File: src/rtl/joybus_device_responder.sv
`timescale 1ns/1ps
`default_nettype none
// ============================================================================
// Module   : joybus_device_responder
// Purpose  : Device-side (controller-end) joybus responder. Emulates a single
//            N64 controller on one open-drain joy line: decodes the host
//            command byte, then transmits the matching reply frame.
//            The pad is expected to be wired as  joy = joy_oe ? 1'b0 : 1'bz.
// Ports    : clk          system clock
//            reset        synchronous active-high reset
//            joy_in       raw joy line level (asynchronous)
//            joy_oe       1 = pull the line low, 0 = release
//            buttons      {A,B,Z,St,dU,dD,dL,dR,rst,0,L,R,cU,cD,cL,cR}
//            stick_x/y    signed analog axes
//            pak_present  accessory inserted
//            cmd_valid    one-cycle pulse when a supported command is accepted
//            cmd_byte     last accepted command
//            busy         high from first command falling edge to reply end
//            rx_error     one-cycle pulse on a framing abort
// Revision : 1.0  initial release
// ============================================================================
module joybus_device_responder #(
    parameter int US_TICKS  = 50,
    parameter int TURN_US   = 2,
    parameter int IDLE_US   = 5,
    parameter int MAXLOW_US = 4
) (
    input  logic        clk,
    input  logic        reset,
    input  logic        joy_in,
    output logic        joy_oe,
    input  logic [15:0] buttons,
    input  logic [7:0]  stick_x,
    input  logic [7:0]  stick_y,
    input  logic        pak_present,
    output logic        cmd_valid,
    output logic [7:0]  cmd_byte,
    output logic        busy,
    output logic        rx_error
);

    // ------------------------------------------------------------------------
    // State encoding
    // ------------------------------------------------------------------------
    localparam logic [3:0] c_ST_IDLE    = 4'd0;
    localparam logic [3:0] c_ST_RX_LOW  = 4'd1;
    localparam logic [3:0] c_ST_RX_HIGH = 4'd2;
    localparam logic [3:0] c_ST_RX_STOP = 4'd3;
    localparam logic [3:0] c_ST_TURN    = 4'd4;
    localparam logic [3:0] c_ST_TX_LOW  = 4'd5;
    localparam logic [3:0] c_ST_TX_HIGH = 4'd6;
    localparam logic [3:0] c_ST_TX_STOP = 4'd7;
    localparam logic [3:0] c_ST_ABORT   = 4'd8;

    // ------------------------------------------------------------------------
    // Timing constants
    // ------------------------------------------------------------------------
    localparam int              c_TW         = (US_TICKS > 1) ? $clog2(US_TICKS) : 1;
    localparam logic [c_TW-1:0] c_TICK_LAST  = c_TW'(US_TICKS - 1);
    localparam logic [15:0]     c_BIT1_MAX   = 16'(2 * US_TICKS);
    localparam logic [15:0]     c_MAXLOW     = 16'(MAXLOW_US * US_TICKS);
    localparam logic [15:0]     c_IDLE_W     = 16'(IDLE_US * US_TICKS);
    localparam logic [7:0]      c_TURN_LAST  = 8'(TURN_US - 1);
    // Microsecond indices (elapsed-1) used for reply bit phases
    localparam logic [7:0]      c_US_IDX_1   = 8'd0;
    localparam logic [7:0]      c_US_IDX_2   = 8'd1;
    localparam logic [7:0]      c_US_IDX_3   = 8'd2;
    localparam logic [15:0]     c_SAT        = 16'hFFFF;

    // ------------------------------------------------------------------------
    // Registers and wires
    // ------------------------------------------------------------------------
    logic            r_sync1, r_sync2, r_sync3;
    logic            w_line, w_fall, w_rise;

    logic [15:0]     r_low_cnt;
    logic [15:0]     r_high_cnt;

    logic [c_TW-1:0] r_tick;
    logic [7:0]      r_us_cnt;
    logic            w_tick_last;
    logic            w_state_chg;

    logic [3:0]      r_state;
    logic [3:0]      w_state_next;

    logic [3:0]      r_bitcnt;
    logic [7:0]      r_rx_sr;
    logic            w_rx_bit;
    logic            w_rx_supported;

    logic [31:0]     r_tx_sr;
    logic [5:0]      r_tx_left;
    logic            w_tx_bit;

    logic            w_rx_start;
    logic            w_rx_shift;
    logic            w_accept;
    logic            w_frame_err;
    logic            w_tx_shift;

    logic            r_joy_oe;
    logic            r_busy;
    logic            r_cmd_valid;
    logic [7:0]      r_cmd_byte;
    logic            r_rx_error;

    // ------------------------------------------------------------------------
    // Input synchroniser and edge detect. Reset to the idle (high) level so a
    // reset release never looks like a falling edge.
    // ------------------------------------------------------------------------
    always_ff @(posedge clk) begin
        if (reset) begin
            r_sync1 <= 1'b1;
            r_sync2 <= 1'b1;
            r_sync3 <= 1'b1;
        end else begin
            r_sync1 <= joy_in;
            r_sync2 <= r_sync1;
            r_sync3 <= r_sync2;
        end
    end

    assign w_line = r_sync2;
    assign w_fall = r_sync3 & ~r_sync2;
    assign w_rise = ~r_sync3 & r_sync2;

    // ------------------------------------------------------------------------
    // Level width counters. On the cycle a rising edge is seen, r_low_cnt
    // still holds the exact number of low cycles of the pulse just ended.
    // ------------------------------------------------------------------------
    always_ff @(posedge clk) begin
        if (reset) begin
            r_low_cnt  <= 16'd0;
            r_high_cnt <= 16'd0;
        end else if (w_line) begin
            r_low_cnt <= 16'd0;
            if (r_high_cnt != c_SAT) begin
                r_high_cnt <= r_high_cnt + 16'd1;
            end
        end else begin
            r_high_cnt <= 16'd0;
            if (r_low_cnt != c_SAT) begin
                r_low_cnt <= r_low_cnt + 16'd1;
            end
        end
    end

    // ------------------------------------------------------------------------
    // Microsecond timebase, restarted on every state entry so each state's
    // duration is counted from its first cycle.
    // ------------------------------------------------------------------------
    assign w_state_chg = (w_state_next != r_state);
    assign w_tick_last = (r_tick == c_TICK_LAST);

    always_ff @(posedge clk) begin
        if (reset || w_state_chg) begin
            r_tick   <= '0;
            r_us_cnt <= 8'd0;
        end else if (w_tick_last) begin
            r_tick <= '0;
            if (r_us_cnt != 8'hFF) begin
                r_us_cnt <= r_us_cnt + 8'd1;
            end
        end else begin
            r_tick <= r_tick + 1'b1;
        end
    end

    // ------------------------------------------------------------------------
    // Decode helpers
    // ------------------------------------------------------------------------
    assign w_rx_bit       = (r_low_cnt < c_BIT1_MAX);
    assign w_rx_supported = (r_rx_sr == 8'h00) || (r_rx_sr == 8'h01) ||
                            (r_rx_sr == 8'hFF);
    assign w_tx_bit       = r_tx_sr[31];

    // ------------------------------------------------------------------------
    // Next-state logic
    // ------------------------------------------------------------------------
    always_comb begin
        w_state_next = r_state;
        w_rx_start   = 1'b0;
        w_rx_shift   = 1'b0;
        w_accept     = 1'b0;
        w_frame_err  = 1'b0;
        w_tx_shift   = 1'b0;

        case (r_state)
            c_ST_IDLE: begin
                if (w_fall) begin
                    w_state_next = c_ST_RX_LOW;
                    w_rx_start   = 1'b1;
                end
            end

            c_ST_RX_LOW: begin
                if (w_rise) begin
                    w_state_next = c_ST_RX_HIGH;
                    w_rx_shift   = 1'b1;
                end else if (r_low_cnt > c_MAXLOW) begin
                    w_state_next = c_ST_ABORT;
                    w_frame_err  = 1'b1;
                end
            end

            c_ST_RX_HIGH: begin
                if (w_fall) begin
                    w_state_next = (r_bitcnt == 4'd8) ? c_ST_RX_STOP : c_ST_RX_LOW;
                end else if (r_high_cnt > c_IDLE_W) begin
                    w_state_next = c_ST_ABORT;
                    w_frame_err  = 1'b1;
                end
            end

            c_ST_RX_STOP: begin
                if (w_rise) begin
                    // Unsupported commands are dropped silently: no error.
                    if (w_rx_supported) begin
                        w_state_next = c_ST_TURN;
                        w_accept     = 1'b1;
                    end else begin
                        w_state_next = c_ST_ABORT;
                    end
                end else if (r_low_cnt > c_MAXLOW) begin
                    w_state_next = c_ST_ABORT;
                    w_frame_err  = 1'b1;
                end
            end

            c_ST_TURN: begin
                if (w_tick_last && (r_us_cnt == c_TURN_LAST)) begin
                    w_state_next = c_ST_TX_LOW;
                end
            end

            // The line is not observed while transmitting: our own echo and
            // any host drive are both ignored.
            c_ST_TX_LOW: begin
                if (w_tick_last &&
                    (r_us_cnt == (w_tx_bit ? c_US_IDX_1 : c_US_IDX_3))) begin
                    w_state_next = c_ST_TX_HIGH;
                end
            end

            c_ST_TX_HIGH: begin
                if (w_tick_last &&
                    (r_us_cnt == (w_tx_bit ? c_US_IDX_3 : c_US_IDX_1))) begin
                    w_tx_shift   = 1'b1;
                    w_state_next = (r_tx_left == 6'd1) ? c_ST_TX_STOP : c_ST_TX_LOW;
                end
            end

            c_ST_TX_STOP: begin
                if (w_tick_last && (r_us_cnt == c_US_IDX_2)) begin
                    w_state_next = c_ST_IDLE;
                end
            end

            c_ST_ABORT: begin
                if (w_line && (r_high_cnt >= c_IDLE_W)) begin
                    w_state_next = c_ST_IDLE;
                end
            end

            default: begin
                w_state_next = c_ST_IDLE;
            end
        endcase
    end

    // ------------------------------------------------------------------------
    // State register and datapath. joy_oe and busy are registered decodes of
    // the next state so the pad driver never sees decode glitches.
    // ------------------------------------------------------------------------
    always_ff @(posedge clk) begin
        if (reset) begin
            r_state     <= c_ST_IDLE;
            r_joy_oe    <= 1'b0;
            r_busy      <= 1'b0;
            r_cmd_valid <= 1'b0;
            r_cmd_byte  <= 8'h00;
            r_rx_error  <= 1'b0;
            r_bitcnt    <= 4'd0;
            r_rx_sr     <= 8'h00;
            r_tx_sr     <= 32'h0;
            r_tx_left   <= 6'd0;
        end else begin
            r_state     <= w_state_next;
            r_joy_oe    <= (w_state_next == c_ST_TX_LOW) ||
                           (w_state_next == c_ST_TX_STOP);
            r_busy      <= (w_state_next != c_ST_IDLE);
            r_cmd_valid <= w_accept;
            r_rx_error  <= w_frame_err;

            if (w_rx_start) begin
                r_bitcnt <= 4'd0;
                r_rx_sr  <= 8'h00;
            end else if (w_rx_shift) begin
                r_bitcnt <= r_bitcnt + 4'd1;
                r_rx_sr  <= {r_rx_sr[6:0], w_rx_bit};
            end

            // Inputs are captured once here; later changes cannot disturb
            // the reply already in flight.
            if (w_accept) begin
                r_cmd_byte <= r_rx_sr;
                if (r_rx_sr == 8'h01) begin
                    r_tx_sr   <= {buttons, stick_x, stick_y};
                    r_tx_left <= 6'd32;
                end else begin
                    r_tx_sr   <= {8'h05, 8'h00,
                                  (pak_present ? 8'h01 : 8'h02), 8'h00};
                    r_tx_left <= 6'd24;
                end
            end else if (w_tx_shift) begin
                r_tx_sr   <= {r_tx_sr[30:0], 1'b0};
                r_tx_left <= r_tx_left - 6'd1;
            end
        end
    end

    assign joy_oe    = r_joy_oe;
    assign busy      = r_busy;
    assign cmd_valid = r_cmd_valid;
    assign cmd_byte  = r_cmd_byte;
    assign rx_error  = r_rx_error;

endmodule
`default_nettype wire

File: config.mk
export PLATFORM = sky130hd
export DESIGN_NAME = joybus_device_responder
export DESIGN_NICKNAME = d
export VERILOG_FILES = /design/src/rtl/joybus_device_responder.sv
export SDC_FILE = /design/constraint.sdc
export NUM_CORES = 1
export LEC_CHECK = 0
export BUFFER_PORTS_ARGS = -buffer_cell sky130_fd_sc_hd__buf_4
export CORE_MARGIN = 3
export CORE_UTILIZATION = 45
export CTS_BUF_LIST = sky130_fd_sc_hd__clkbuf_8
export DETAILED_ROUTE_END_ITERATION = 7
export GPL_TIMING_DRIVEN = 1
export HOLD_SLACK_MARGIN = 0.02
export PLACE_DENSITY = 0.66
export SYNTH_ARGS = -nofsm -noshare
export SYNTH_HDL_FRONTEND = slang
export SYNTH_SLANG_ARGS = --single-unit
File: constraint.sdc
create_clock -name clk -period 4.15 [get_ports clk]
set_clock_uncertainty 0.05 [all_clocks]
set_input_delay 0.415 -clock clk [delete_from_list [all_inputs] [get_ports clk]]
set_output_delay 0.415 -clock clk [all_outputs]
set_load 0.01 [all_outputs]
==> impl_metrics.py <==
metrics = {
    "power": {
        "combPwrFrac_pct": 3.2,
        "p_seq_share_pct": 49.0,
        "clkPwrFrac_pct": 47.8,
        "internal_power_mw": 1.797,
        "p_sw_mw": 0.4881,
        "p_leak_nw": 2.232,
        "power.density_nw_per_um2": 365.5,
        "vdd.ir_drop.worst_mv": 0.3612,
        "p_sw_share_pct": 21.36,
    },
    "critical_path": {
        "cpLargestDelayFamily": "simple AND/OR/NAND/NOR gates",
        "slowest_stage": "and2_1",
        "crit_buf_inv": 1,
        "critPathMaxStageDelay_ps": 700,
        "cp.depth": 6,
        "r2r_cells": 6,
        "critical_path.startpoint_type": "flop",
        "critPathArrivalTime_ps": 3030,
        "crit_fanout": 22,
        "worstReg2RegStart": "r_rx_sr[5]",
        "crit_type": "flop to flop",
        "r2r-end": "r_tx_sr[28]",
        "cp.required_ps": 4440,
        "crit_chain": "or4_1, nor4_4, and2_1, buf_4, a21oi_1, a211oi_1",
        "end_kind": "flop",
        "reg2reg_setup_slack_ps": 1410,
    },
    "sta": {
        "fin_tns_setup_ps": 0,
        "rsz0062_at_grt": "no",
        "setup_viol": 0,
        "fin_crit_sh_pct": 66.06,
        "fin_hold_ws_ps": 109.8,
        "maxSlewHeadroom_pct": 48.30,
        "final_max_slew_viol_count": 0,
        "min_period_ps": 2741,
        "worst_pin_slew_ps": 775.4,
        "fmax_ghz": 0.3648,
        "hold_violations": 0,
    },
    "flow_run": {
        "drv_cap": 0,
    },
    "worst_hold_path": {
        "worstHoldStart": "joy_in",
        "min_to": "r_sync1",
        "hold_depth": 2,
        "hp-class": "input pin to flop",
    },
    "yosys": {
        "ys_types": 60,
        "synth_area_leader_cell": "dfxtp_1",
        "synth_flop_cell": "dfxtp_1",
        "ys_warn_count": 0,
        "syn-instance-count": 623,
        "synth_edf_count": 0,
        "syn-cell-area_um2": 5418,
        "postSynthAreaPerCell_um2": 8.696,
        "yosysSeqAreaShare_pct": 42.49,
        "yosys.area.top_type_share_pct": 42.49,
        "yosys-top-cells-area": "dfxtp_1, mux2i_1, a21oi_1",
        "synthArstFlopShare_pct": 0,
        "synth-seq-cells": 115,
        "syn_nets": 671,
    },
    "clock_network": {
        "cts_tree": "done",
        "post-cts-setup-buffer-count": 0,
        "insertion_delay_ps": 440,
        "htreeDepth": 4,
        "ctsHoldBuffers": 0,
        "clockBufferDepth": 2,
        "clockRootBuffer": "clkbuf_8",
        "numCtsBuffers": 17,
        "path_clk_slew_ps": 70,
        "cts_resized": 0,
        "cts_sinks": 115,
    },
    "routing": {
        "drc": 0,
        "drt_iter0_markers": 275,
        "first_pass_iters": 4,
        "drtAntennaViolNets": 0,
        "viasPerCell": 5.538,
        "num_vias": 4497,
        "routed_wl_mm": 11.31,
        "avgRoutedWirePerCell_um": 13.93,
    },
    "die": {
        "row_count": 39,
        "fp.dieArea_um2": 13390,
        "die_h_um": 115.7,
        "initial_utilization_pct": 46.65,
        "floorplan.die.width_um": 115.7,
        "ioPinCount": 48,
        "core_area_um2": 11610,
    },
    "grt": {
        "grt_max_degree": 78,
        "grt_pass1_wl_mm": 19.26,
        "grt_pass1_vias": 4225,
        "antenna_found_initial": 0,
        "grt_util_all_layers_pct": 17.81,
        "globalRouteOverflowTotal": 0,
    },
    "finish": {
        "drive_above_1_share_pct": 14.95,
        "antennaDiodeCount": 0,
        "area_delta_synth_final_pct": 15.40,
        "layout.nets": 704,
    },
    "place": {
        "port_buffers": 47,
        "place_congestion": 0.8688,
        "dp.final_hpwl_mm": 7.687,
    },
    "run_status": {
        "status": "completed",
    },
}
state kept, by name, indices dropped and copies added (netlist names), 6 cells and up:
name and count:
r_tick 6, r_us_cnt 8, r_tx_left 6, r_tx_sr 32, r_rx_sr 8, cmd_byte 8, r_high_cnt 16, r_low_cnt 16
area by class of cell:
cell class	instances	area (um2)
Clock buffer	21	289.0
Clock inverter	11	132.6
Fill cell	1096	5361
Inverter	13	48.80
Multi-Input combinational cell	459	2925
Sequential cell	115	2302
Tap cell	143	178.9
Timing Repair Buffer	50	375.4
cell usage after synthesis, types with 4 or more instances:
library cell	n
a211oi_1	38
a21oi_1	58
and2_1	8
and3_1	8
and4_1	4
buf_2	6
clkbuf_1	27
dfxtp_1	115
ha_1	12
inv_1	13
mux2i_1	31
nand2_1	60
nand2b_1	5
nand3_1	24
nand3b_1	4
nand4_1	13
nor2_1	63
nor2b_1	6
nor3_1	17
nor4_1	12
o21ai_0	7
or3_1	6
xnor2_1	17
xor2_1	20
how the worst max path moves through the flow:
| stage | start | endpoint | slack [ps] |
|---|---|---|---|
| 3_3_place_gp | r_rx_sr[4] | r_tx_sr[3] | 1500 |
| 6_report | r_rx_sr[5] | r_tx_sr[28] | 1410 |
| 5_1_grt | r_us_cnt[2] | r_tx_left[4] | 1190 |
| 2_1_floorplan | r_state[3] | r_tick[4] | 1890 |
| 4_1_cts | r_us_cnt[2] | r_tx_left[4] | 1360 |
| 3_5_place_dp | r_us_cnt[2] | r_tx_left[4] | 1400 |
logic make-up after synthesis:
family | synth area share, %
simple gates | 23.63
compound gates | 15.31
flops | 42.49
buf+inv | 3.880
xor+xnor | 5.982
mux | 5.935
fa+ha+maj | 2.771
through the flow:
stage	worst slack (ps)	power, mW	std cells	utilization, %	area, um2
floorplan	1886	1.182	623	-	5418
global placement	1499	1.216	780	50.20	5831
detailed placement	1403	1.217	780	50.20	5831
CTS	1363	2.314	812	53.84	6252
global route	1188	2.372	812	53.84	6252
finish	1409	2.285	812	53.84	6252
per-layer routing:
| layer | GRT usage [%] | wire [um] | up-vias |
|---|---|---|---|
| met5 | 0 | 0 | - |
| met4 | 5.568 | 137 | 0 |
| met3 | 5.692 | 450 | 14 |
| met2 | 28.51 | 5224 | 68 |
| met1 | 23.06 | 5498 | 2116 |
| li1 | - | - | 2299 |
layout by cell type (no fill, tap or decap), types with 3 or more instances in the layout:
| cell type | Yosys | routed |
|---|---|---|
| dfxtp_1 | 115 | 115 |
| nor2_1 | 63 | 63 |
| nand2_1 | 60 | 60 |
| a21oi_1 | 58 | 58 |
| buf_4 | 1 | 50 |
| a211oi_1 | 38 | 38 |
| mux2i_1 | 31 | 31 |
| nand3_1 | 24 | 24 |
| clkbuf_8 | 0 | 21 |
| xor2_1 | 20 | 20 |
| nor3_1 | 17 | 17 |
| xnor2_1 | 17 | 17 |
| inv_1 | 13 | 14 |
| nand4_1 | 13 | 13 |
| nor4_1 | 12 | 12 |
| ha_1 | 12 | 12 |
| and2_1 | 8 | 8 |
| and3_1 | 8 | 8 |
| o21ai_0 | 7 | 7 |
| or3_1 | 6 | 6 |
| nor2b_1 | 6 | 6 |
| clkinv_2 | 0 | 6 |
| nand2b_1 | 5 | 5 |
| nand3b_1 | 4 | 4 |
| and4_1 | 4 | 4 |
| or2_2 | 3 | 3 |
| a31oi_1 | 3 | 3 |
| or3b_2 | 3 | 3 |
| nor3_2 | 3 | 3 |
| bufinv_16 | 0 | 3 |
power groups by stage:
stage / sequential [mW] / combinational (mW) / clock [mW]
6_report: 1.12 / 0.0729 / 1.09
5_1_grt: 1.12 / 0.0811 / 1.17
4_1_cts: 1.12 / 0.0738 / 1.12
3_5_place_dp: 1.14 / 0.0729 / 0
3_3_place_gp: 1.14 / 0.0720 / 0
2_1_floorplan: 1.14 / 0.0402 / 0
(Power assumes the default switching activity.)
